--- config.mk ---
export PLATFORM = sky130hd
export DESIGN_NAME = rib_wb_bridge
export DESIGN_NICKNAME = d
export VERILOG_FILES = /design/src/rtl/rib_wb_bridge.sv
export SDC_FILE = /design/constraint.sdc
export NUM_CORES = 1
export LEC_CHECK = 0
export ABC_AREA = 1
export CELL_PAD_IN_SITES_DETAIL_PLACEMENT = 1
export CELL_PAD_IN_SITES_GLOBAL_PLACEMENT = 1
export CORE_MARGIN = 3
export CORE_UTILIZATION = 26
export DETAILED_ROUTE_END_ITERATION = 8
export HOLD_SLACK_MARGIN = 0.03
export PLACE_DENSITY = 0.85
export SETUP_SLACK_MARGIN = 0.2
export SYNTH_ARGS = -nofsm -noshare
export SYNTH_HDL_FRONTEND = slang
export SYNTH_SLANG_ARGS = --single-unit
--- constraint.sdc ---
create_clock -name clk -period 1.5 [get_ports clk]
set_clock_uncertainty 0.15 [all_clocks]
set_input_delay 0.225 -clock clk [delete_from_list [all_inputs] [get_ports clk]]
set_output_delay 0.225 -clock clk [all_outputs]
set_load 0.1 [all_outputs]
--- src/rtl/rib_wb_bridge.sv ---
// Multi-port RIB to classic Wishbone master bridge: arbitrates N requesters onto one bus,
// handles wait states, bus errors and an optional stb timeout, and stalls the core via hold_o.
module rib_wb_bridge #(
    parameter int ADDR_WIDTH     = 32,
    parameter int DATA_WIDTH     = 32,
    parameter int N_PORTS        = 2,
    parameter int ARB_MODE       = 0,
    parameter int TIMEOUT_CYCLES = 255
) (
    input  logic                            clk,
    input  logic                            rst_n,
    input  logic [N_PORTS-1:0]              req_i,
    input  logic [N_PORTS-1:0]              we_i,
    input  logic [N_PORTS*ADDR_WIDTH-1:0]   addr_i,
    input  logic [N_PORTS*DATA_WIDTH-1:0]   wdata_i,
    input  logic [N_PORTS*DATA_WIDTH/8-1:0] sel_i,
    output logic [N_PORTS*DATA_WIDTH-1:0]   rdata_o,
    output logic [N_PORTS-1:0]              done_o,
    output logic [N_PORTS-1:0]              err_o,
    output logic                            hold_o,
    output logic                            wb_cyc_o,
    output logic                            wb_stb_o,
    output logic                            wb_we_o,
    output logic [ADDR_WIDTH-1:0]           wb_addr_o,
    output logic [DATA_WIDTH-1:0]           wb_data_o,
    output logic [DATA_WIDTH/8-1:0]         wb_sel_o,
    input  logic [DATA_WIDTH-1:0]           wb_data_i,
    input  logic                            wb_ack_i,
    input  logic                            wb_err_i
);
    localparam int SEL_WIDTH = DATA_WIDTH / 8;
    localparam int GNT_WIDTH = (N_PORTS > 1) ? $clog2(N_PORTS) : 1;
    localparam int CNT_WIDTH = (TIMEOUT_CYCLES > 0) ? $clog2(TIMEOUT_CYCLES + 1) : 1;

    localparam logic ST_IDLE = 1'b0;
    localparam logic ST_BUS  = 1'b1;

    logic                  state_reg;
    logic                  cyc_reg;
    logic                  we_reg;
    logic [ADDR_WIDTH-1:0] addr_reg;
    logic [DATA_WIDTH-1:0] wdata_reg;
    logic [SEL_WIDTH-1:0]  sel_reg;
    logic [GNT_WIDTH-1:0]  gnt_reg;
    logic [GNT_WIDTH-1:0]  last_grant_reg;
    logic [CNT_WIDTH-1:0]  cnt_reg;

    logic [ADDR_WIDTH-1:0] port_addr  [N_PORTS];
    logic [DATA_WIDTH-1:0] port_wdata [N_PORTS];
    logic [SEL_WIDTH-1:0]  port_sel   [N_PORTS];
    logic [DATA_WIDTH-1:0] rdata_reg  [N_PORTS];

    logic                  gnt_valid;
    logic [GNT_WIDTH-1:0]  gnt_idx;
    logic                  bus_active;
    logic                  timeout_hit;
    logic                  finish;
    logic                  finish_err;
    logic                  rd_load;
    logic [DATA_WIDTH-1:0] rdata_next;

    // Arbiter: scan all ports starting from the lowest index, or from last_grant+1 in round-robin mode.
    always_comb begin
        int                   cand;
        logic [GNT_WIDTH-1:0] cand_idx;
        gnt_valid = 1'b0;
        gnt_idx   = '0;
        cand      = 0;
        cand_idx  = '0;
        for (int i = 0; i < N_PORTS; i++) begin
            cand = (ARB_MODE == 1) ? int'(last_grant_reg) + 1 + i : i;
            if (cand >= N_PORTS) begin
                cand = cand - N_PORTS;
            end
            cand_idx = GNT_WIDTH'(cand);
            if (!gnt_valid && req_i[cand_idx]) begin
                gnt_valid = 1'b1;
                gnt_idx   = cand_idx;
            end
        end
    end

    // Slave responses only count once stb is actually on the bus; err outranks ack, both outrank timeout.
    assign bus_active  = (state_reg == ST_BUS) && cyc_reg;
    assign timeout_hit = (TIMEOUT_CYCLES > 0) && (cnt_reg == CNT_WIDTH'(TIMEOUT_CYCLES));
    assign finish      = bus_active && (wb_err_i || wb_ack_i || timeout_hit);
    assign finish_err  = bus_active && (wb_err_i || (!wb_ack_i && timeout_hit));
    assign rd_load     = bus_active && !we_reg && !wb_err_i && (wb_ack_i || timeout_hit);
    assign rdata_next  = wb_ack_i ? wb_data_i : '0;

    always_ff @(posedge clk or negedge rst_n) begin
        if (!rst_n) begin
            state_reg      <= ST_IDLE;
            cyc_reg        <= 1'b0;
            we_reg         <= 1'b0;
            addr_reg       <= '0;
            wdata_reg      <= '0;
            sel_reg        <= '0;
            gnt_reg        <= '0;
            last_grant_reg <= GNT_WIDTH'(N_PORTS - 1);
            cnt_reg        <= '0;
        end else if (state_reg == ST_IDLE) begin
            if (gnt_valid) begin
                state_reg      <= ST_BUS;
                gnt_reg        <= gnt_idx;
                last_grant_reg <= gnt_idx;
                we_reg         <= we_i[gnt_idx];
                addr_reg       <= port_addr[gnt_idx];
                wdata_reg      <= port_wdata[gnt_idx];
                sel_reg        <= port_sel[gnt_idx];
                cnt_reg        <= '0;
            end
        end else begin
            if (cnt_reg != '1) begin
                cnt_reg <= cnt_reg + CNT_WIDTH'(1);
            end
            // The first BUS cycle only launches cyc/stb from the latched request.
            if (!cyc_reg) begin
                cyc_reg <= 1'b1;
            end else if (finish) begin
                state_reg <= ST_IDLE;
                cyc_reg   <= 1'b0;
            end
        end
    end

    generate
        for (genvar gi = 0; gi < N_PORTS; gi++) begin : g_port
            logic done_reg;
            logic err_reg;

            assign port_addr[gi]  = addr_i[gi*ADDR_WIDTH +: ADDR_WIDTH];
            assign port_wdata[gi] = wdata_i[gi*DATA_WIDTH +: DATA_WIDTH];
            assign port_sel[gi]   = sel_i[gi*SEL_WIDTH +: SEL_WIDTH];
            assign rdata_o[gi*DATA_WIDTH +: DATA_WIDTH] = rdata_reg[gi];
            assign done_o[gi] = done_reg;
            assign err_o[gi]  = err_reg;

            always_ff @(posedge clk or negedge rst_n) begin
                if (!rst_n) begin
                    done_reg      <= 1'b0;
                    err_reg       <= 1'b0;
                    rdata_reg[gi] <= '0;
                end else begin
                    done_reg <= finish && (gnt_reg == GNT_WIDTH'(gi));
                    err_reg  <= finish_err && (gnt_reg == GNT_WIDTH'(gi));
                    if (rd_load && (gnt_reg == GNT_WIDTH'(gi))) begin
                        rdata_reg[gi] <= rdata_next;
                    end
                end
            end
        end
    endgenerate

    assign hold_o    = |(req_i & ~done_o);
    assign wb_cyc_o  = cyc_reg;
    assign wb_stb_o  = cyc_reg;
    assign wb_we_o   = we_reg;
    assign wb_addr_o = addr_reg;
    assign wb_data_o = wdata_reg;
    assign wb_sel_o  = sel_reg;

endmodule

==> Yosys cells after proc, flatten, opt, wreduce, memory -nomap -nowiden <==
Index checks and enable logic that the tools add are counted.
{ "word_totals": {"reg_bits": 148, "out_inout_bits": 140, "elab_cells": 73, "inputBits": 176} }
{ "classes": {"magnitude_cmp": 2, "n_bitwise": 5, "n_addsub": 1, "n_reduce_logical": 26, "muxes": 22, "eq_ne": 3} }
{ "ops": {"columns": ["operator", "count"], "rows": [
  ["32-bit two-way mux", 7],
  ["8-bit two-way mux", 3],
  ["1-bit logical AND", 14],
  ["4-bit two-way mux", 3],
  ["1-bit two-way mux", 9],
  ["8-bit by 1-bit adder with 8-bit output, second input constant", 1],
  ["8-bit equality test, second input constant", 1],
  ["8-bit inequality test, second input constant", 1],
  ["1-bit logical NOT", 4],
  ["1-bit logical OR", 4],
  ["2-bit AND reduction", 2],
  ["2-bit AND", 1],
  ["2-bit greater-or-equal comparator, second input constant", 1],
  ["1-bit by 2-bit less-than comparator with 1-bit output, second input constant", 1],
  ["2-bit by 1-bit inequality test with 1-bit output, second input constant", 1],
  ["1-bit inverter", 2],
  ["1-bit inverter with 2-bit output", 1],
  ["2-bit inverter", 1],
  ["2-bit nonzero test", 1],
  ["2-bit OR reduction", 1]
]} }

==> Depth between registers and ports, before layout <==
Gate-level depths: netlist of run 1.
{ "depth": {"ltp_word": 8, "depth_mapped": 9} }

==> Worst setup path before layout of run 1 <==
OpenSTA, ideal clock, no wires.
{ "synth_timing": {"kind": "flip-flop to output port", "start": "reg g_port[1].done_reg", "end": "out hold_o", "path_buffers": 0, "arrival_time_ns": 1.833, "path_slack_ns": -0.708, "stages_incl_launch_ff": 2, "cell_sequence": "dfrtp_1 > o22ai_1"} }
{ "synth_between": {"elab_chain_cells": 3} }
{ "synth_rtl": {"columns": ["item", "line_no", "rtl"], "rows": [
  ["from (decl)", "129", "logic done_reg;"],
  ["from (signal assigned)", "145", "done_reg <= finish && (gnt_reg == GNT_WIDTH'(gi));"],
  ["2-bit inverter", "155", "assign hold_o = |(req_i & ~done_o);"],
  ["2-bit AND", "155", null],
  ["2-bit OR reduction", "155", null],
  ["to (decl)", "20", "output logic hold_o,"]
]} }
Every way passes these cells.

==> Worst setup path after layout of run 1 <==
{ "layout_timing": {"start": "reg state_reg", "end": "reg addr_reg[22] (netlist: wb_addr_o[22])"} }
{ "layout_between": {"elab_chain_cells": 2} }
{ "layout_rtl": {"columns": ["item", "line_no", "rtl"], "rows": [
  ["from (decl)", "38", "logic state_reg;"],
  ["from (signal assigned)", "93", "state_reg <= ST_IDLE;"],
  ["from (signal assigned)", "104", "state_reg <= ST_BUS;"],
  ["from (signal assigned)", "121", "state_reg <= ST_IDLE;"],
  ["1-bit inverter (no source line)", null, null],
  ["2-bit AND reduction (no source line)", null, null],
  ["to (signal assigned)", "108", "addr_reg <= port_addr[gnt_idx];"],
  ["to (decl)", "41", "logic [ADDR_WIDTH-1:0] addr_reg;"]
]} }
Every way passes these cells.
A chain may end at the register's enable or synchronous reset.

==> impl_metrics.py, run 1 <==
metrics = {
    "outcome": {
        "status": "finished, violations left",
        "violations": "negative setup slack",
    },
    "die": {
        "die_area_um2": 28200,
        "die_h_um": 168,
        "fp-row-count": 58,
        "die_w_um": 168,
        "ios": 316,
        "core_area_um2": 25500,
        "initial_utilization_pct": 26.8,
    },
    "sta": {
        "post-route-period-util_pct": 119,
        "rsz0062_at_grt": "true",
        "setup-violations-final": 153,
        "finalHoldViolCount": 0,
        "tightest_slew_ns": 0.530,
        "fin_ws_ns": -0.283,
        "slew-limit-headroom_pct": 64.6,
        "fin_crit_ns": 1.78,
        "slew_viol_final": 0,
        "fmax_ghz": 0.561,
    },
    "setup_path": {
        "rrSetupSlack_ns": -0.28,
        "worstPathArrival_ns": 1.95,
        "cp_max_fo": 8,
        "endpoint_kind": "flip-flop",
        "reg2reg_to": "wb_addr_o[22]",
        "start_kind": "flip-flop",
        "reg2reg_from": "state_reg",
        "worstSetupPathType": "flip-flop to flip-flop",
        "required_ns": 1.67,
        "worst_r2r_path_depth": 9,
    },
    "grt": {
        "grt_overflow": 0,
        "grt_first_pass_wirelength_um": 57900,
        "track_usage_pct": 26.7,
        "antenna_found_initial": 6,
        "grt_start_max_net_pins": 40,
        "grt_pass1_vias": 9448,
    },
    "synthesis": {
        "synth-edff-count": 0,
        "avgSynthCellArea_um2": 8.24,
        "ys_warn_count": 0,
        "yosys-top-cells-area": "dfrtp_1, nand2_1, o21ai_0, nand4_1, nor2_1",
        "synth_nets": 1005,
        "synth_cell_types": 26,
        "ys_seq_area_share_pct": 54.3,
        "ys.flop_type": "dfrtp_1",
        "ys_ff_latch": 148,
        "yosysTopAreaCell": "dfrtp_1",
        "async_flop_share_pct": 100,
        "yosysTopAreaCellShare_pct": 54.3,
        "netlist_area_um2": 6820,
        "synthCells": 828,
    },
    "drt": {
        "drt-pass1-iter-count": 5,
        "drt_iter0_drc": 743,
        "ant_nets": 0,
        "wl_per_cell_um": 27.7,
        "drc": 0,
        "totalWireLength_um": 45900,
        "via_per_inst": 5.26,
        "dr_total_vias": 8691,
    },
    "clock_network": {
        "clockBufferDepth": 2,
        "numCtsBuffers": 17,
        "clock_latency_ns": 0.43,
        "tritoncts": "done",
        "cts_root_buf": "clkbuf_16",
        "h-tree-depth": 4,
        "cts_sinks": 148,
        "clkTransAtPathRegs_ns": 0.07,
    },
    "layout": {
        "largest_reg_flops": 64,
        "final_common_cell": "nand2_1",
        "layout.nets": 1482,
        "fillers": 2568,
        "syn2layout_area_growth_pct": 126,
        "drive_above_1_share_pct": 49.8,
        "utilization_pct": 60.6,
        "mostFrequentLayoutCells": "nand2_1, clkdlybuf4s50_1, buf_12",
    },
    "pwr": {
        "switching_power_mw": 23.9,
        "leakagePower_nw": 7.18,
        "pwr-share-comb_pct": 71.4,
        "p_per_area_nw_per_um2": 2850,
        "clkPwrFrac_pct": 10.0,
        "swShare_pct": 54.2,
        "vdd_ir_drop_max_mv": 1.97,
        "power_frac_seq_pct": 18.6,
        "total_power_mw": 44.0,
        "cell_internal_pwr_mw": 20.2,
    },
    "worst_hold_path": {
        "hp-class": "input pin to async pin",
    },
    "placement": {
        "io_buffers": 315,
        "place_hpwl_um": 23000,
        "gp_congestion": 0.791,
    },
    "run": {
        "maxCapViolations": 0,
    },
}
timing repair:
| action | CTS | global route |
|---|---|---|
| endpoints found under the hold margin | 148 | 0 |
| setup buffers | 68 | 63 |
| hold buffers | 1 | 0 |
| pin swaps | 48 | 39 |
| setup endpoints to repair | 286 | 288 |
| gates cloned | 15 | 1 |
| resized for setup | 248 | 178 |
critical path, cell delays in order (launching register included):
cell	delay, ns
dfrtp_2	0.44
inv_4	0.09
o21ai_4	0.10
clkinv_4	0.12
buf_6	0.12
buf_6	0.10
buf_12	0.10
buf_16	0.15
o21ai_2	0.09
o21ai_1	0.22
power by group through the flow:
stage	logic [mW]	registers, mW	clock network (mW)
after global placement	23.6	7.85	0
final	31.5	8.19	4.40
after global routing	32.1	8.32	4.62
after CTS	27.5	7.93	4.32
after floorplan	3.34	18.2	0
after detailed placement	24.0	7.97	0
how the worst max path moves through the flow:
stage                     slack, ns             to  startpoint  cells past startpoint
after CTS                     -0.15    rdata_o[26]  cnt_reg[1]                      9
after global routing          -0.33  wb_addr_o[22]   state_reg                      9
after detailed placement      -0.47   wb_addr_o[3]    req_i[0]                      6
after floorplan               -0.06    rdata_o[10]    wb_cyc_o                      6
final                         -0.28  wb_addr_o[22]   state_reg                      9
after global placement        -0.33    rdata_o[25]    wb_ack_i                      7
through the flow:
| stage | setup WS, ns | setup TNS, ns | hold WS [ns] | instance area (µm²) | instances |
|---|---|---|---|---|---|
| final | -0.283 | -24.83 | 0.143 | 15400 | 1653 |
| after global routing | -0.330 | -33.22 | 0.157 | 15400 | 1653 |
| after floorplan | -0.0638 | -3.88 | -0.221 | 7010 | 828 |
| after global placement | -0.331 | -41.42 | 0.0183 | 12300 | 1468 |
| after detailed placement | -0.474 | -50.35 | 0.0220 | 12300 | 1468 |
| after CTS | -0.153 | -8.81 | 0.153 | 14200 | 1584 |
cells in the mapped netlist, types with 2 or more instances:
cell      instances
clkbuf_1         21
nand3_2           2
buf_6             7
nand2_2           2
nor2_1           78
nand4_1          65
dfrtp_1         148
o21ai_0         131
inv_1            43
xor2_1            2
o21ai_1          14
nand2_1         255
nand3_1           9
buf_2            23
buf_4            14
inv_2             4
area by class of cell:
cell class / count / area (µm²) / share of cell area, %
repair buffers: 523 / 6830 / 44.2
repair inverters: 1 / 7.51 / 0.0486
clock buffers: 18 / 429 / 2.78
inverters: 48 / 190 / 1.23
flip-flops and latches: 148 / 3800 / 24.6
diodes: 5 / 12.5 / 0.0810
clock inverters: 14 / 133 / 0.859
well taps: 330 / 413 / 2.67
multi-input cells: 566 / 3630 / 23.5
per-layer routing:
| metal | routed length [µm] | vias up | GRT usage [%] |
|---|---|---|---|
| met4 | 2530 | 2 | 11.6 |
| met1 | 16300 | 4340 | 29.0 |
| li1 | - | 3662 | - |
| met3 | 4050 | 173 | 8.31 |
| met2 | 23000 | 514 | 48.0 |
| met5 | 11 | - | 0 |
kinds of logic (layout without fill, tap and decap cells):
| logic type | count (synthesis) | in the layout | share of synthesized area [%] |
|---|---|---|---|
| flip-flops | 148 | 148 | 54.3 |
| AO/OA/AOI/OAI | 147 | 147 | 10.9 |
| adder cells (fa/ha/maj) | 1 | 1 | 0.183 |
| AND/OR/NAND/NOR | 416 | 416 | 26.2 |
| XOR/XNOR | 2 | 2 | 0.257 |
| buffers and inverters | 114 | 604 | 8.25 |
| other | 0 | 5 | 0 |
No activity file was read; power rests on OpenSTA's default activity.
==> run 2, diff against run 1 <==
--- a/config.mk
+++ b/config.mk
@@ -13,7 +13,7 @@
 export DETAILED_ROUTE_END_ITERATION = 8
 export HOLD_SLACK_MARGIN = 0.03
 export PLACE_DENSITY = 0.85
-export SETUP_SLACK_MARGIN = 0.2
+export SETUP_SLACK_MARGIN = 0.5
 export SYNTH_ARGS = -nofsm -noshare
 export SYNTH_HDL_FRONTEND = slang
 export SYNTH_SLANG_ARGS = --single-unit
==> run 2 against run 1 <==
  * Combinational power fell by 8.6%
  * Maximum frequency up 6.9%
  * Global-route usage decreased by 2.4 points
  * Critical path type unchanged
  * Via count shrank 9.0%
  * Total power is 3.7% lower
  * Die area is the same
  * Critical path depth is the same
  * Sequential power grew 8.7%
  * First-iteration DRC count is 39% lower
  * Non-clock buffer count down 59
  * Highest routed layer is now met4
  * The run ends with negative hold slack, negative setup slack left
==> impl_metrics.py, run 2 (synthesized netlist as in run 1, its figures left out) <==
metrics = {
    "clock_network": {
        "clockBufferDepth": 2,
        "numCtsBuffers": 17,
        "cts_root_buf": "clkbuf_16",
        "tritoncts": "done",
        "clkTransAtPathRegs_ns": 0.07,
        "clock_latency_ns": 0.41,
        "h-tree-depth": 4,
        "cts_sinks": 148,
    },
    "pwr": {
        "switching_power_mw": 22.2,
        "leakagePower_nw": 6.68,
        "p_per_area_nw_per_um2": 2800,
        "cell_internal_pwr_mw": 20.2,
        "clkPwrFrac_pct": 11.1,
        "swShare_pct": 52.3,
        "pwr-share-comb_pct": 67.9,
        "power_frac_seq_pct": 21.0,
        "vdd_ir_drop_max_mv": 1.79,
    },
    "setup_path": {
        "endpoint_kind": "flip-flop",
        "worstSetupPathType": "flip-flop to flip-flop",
        "required_ns": 1.65,
        "worstPathArrival_ns": 1.82,
        "start_kind": "flip-flop",
        "cp_max_fo": 16,
    },
    "sta": {
        "slew_viol_final": 0,
        "slew-limit-headroom_pct": 65.1,
        "setup-violations-final": 105,
        "finalHoldViolCount": 148,
        "fin_ws_ns": -0.168,
        "fin_crit_ns": 1.67,
        "worst_hold_slack_ns": -0.502,
        "fmax_ghz": 0.600,
        "rsz0062_at_grt": "true",
        "post-route-period-util_pct": 111,
        "tightest_slew_ns": 0.521,
    },
    "placement": {
        "place_hpwl_um": 22100,
        "io_buffers": 315,
        "placed_area_um2": 12600,
        "gp_congestion": 0.812,
    },
    "drt": {
        "drc": 0,
        "drt_iter0_drc": 455,
        "via_per_inst": 4.96,
        "ant_nets": 0,
        "totalWireLength_um": 38100,
        "wl_per_cell_um": 23.9,
        "dr_total_vias": 7906,
        "drt-pass1-iter-count": 5,
    },
    "grt": {
        "antenna_found_initial": 3,
        "track_usage_pct": 24.4,
        "grt_overflow": 0,
        "grt_first_pass_wirelength_um": 53500,
        "grt_pass1_vias": 8925,
        "grt_start_max_net_pins": 47,
    },
    "run": {
        "maxCapViolations": 0,
    },
    "layout": {
        "fillers": 2538,
        "stdcell_area_um2": 15100,
        "drive_above_1_share_pct": 50.2,
        "largest_reg_flops": 64,
        "syn2layout_area_growth_pct": 122,
        "layout.nets": 1424,
        "final_common_cell": "nand2_1",
        "seq_area_um2": 4210,
        "multi_input_area_um2": 3310,
        "utilization_pct": 59.4,
        "mostFrequentLayoutCells": "nand2_1, clkdlybuf4s50_1, buf_12",
    },
    "worst_hold_path": {
        "hp-class": "input pin to async pin",
    },
    "die": {
        "die_h_um": 168,
        "initial_utilization_pct": 26.8,
        "core_area_um2": 25500,
        "die_area_um2": 28200,
        "ios": 316,
        "die_w_um": 168,
        "fp-row-count": 58,
    },
    "outcome": {
        "status": "finished, violations left",
        "violations": "negative hold slack, negative setup slack",
    },
}
==> run 2: area by class of cell <==
| class | count | area share, % |
|---|---|---|
| well taps | 330 | 2.73 |
| clock inverters | 11 | 0.927 |
| flip-flops and latches | 148 | 27.8 |
| diodes | 3 | 0.0496 |
| inverters | 48 | 1.32 |
| clock buffers | 21 | 3.11 |
| multi-input cells | 566 | 21.9 |
| repair buffers | 464 | 41.9 |
| repair inverters | 2 | 0.215 |
==> run 2: metrics by stage <==
step,power [mW],cells,TNS (ns),setup WS [ns]
2_1_floorplan,22.9,828,-3.29,-0.0560
3_3_place_gp,32.5,1466,-41.89,-0.352
3_5_place_dp,33.0,1466,-49.76,-0.433
4_1_cts,40.1,1547,-6.06,-0.124
5_1_grt,43.7,1593,-19.42,-0.266
6_report,42.4,1593,-9.19,-0.168
==> run 2: critical path, stage by stage, from the launching register on <==
cell and delay [ns]:
dfrtp_1 0.41, ha_4 0.17, nand2_4 0.06, nor2_4 0.10, nand2_4 0.08, nand2_8 0.11
nand3_4 0.11, buf_12 0.20, nand2_1 0.09, nand2_1 0.06
==> run 2: layer usage <==
metal,vias to the layer above,track usage [%],wire length [µm]
met5,-,0,0
met4,0,7.58,708
met3,50,9.04,3150
met2,319,45.3,20900
met1,3990,25.5,13300
li1,3547,-,-
==> run 2: final timing paths <==
check,to,slack [ns],cells past startpoint,startpoint
worst max-delay path,rdata_o[21],-0.17,9,cnt_reg[0]
worst min-delay path,rdata_o[1],-0.50,1,rst_n
worst max register to register,rdata_o[21],-0.17,9,cnt_reg[0]
worst min register to register,cnt_reg[6],0.40,2,cnt_reg[6]
max in group asynchronous,rdata_o[17],1.09,2,rst_n
min in group clk,wb_data_o[31],0.26,3,wdata_i[63]
==> run 2: power by group through the flow <==
stage	Clock, mW	Sequential, mW	Combinational [mW]
4_1_cts	4.71	8.75	26.6
3_5_place_dp	0	8.78	24.2
3_3_place_gp	0	8.66	23.8
2_1_floorplan	0	19.3	3.66
5_1_grt	4.97	9.09	29.7
6_report	4.70	8.90	28.8
==> run 2: repair_timing <==
| action | CTS | global route |
|---|---|---|
| setup buffers | 35 | 41 |
| gates resized for setup | 141 | 108 |
| endpoints found under the hold margin | 148 | 148 |
| pin swaps | 60 | 22 |
| cloned | 14 | 2 |
| endpoints found under the setup margin | 288 | 288 |
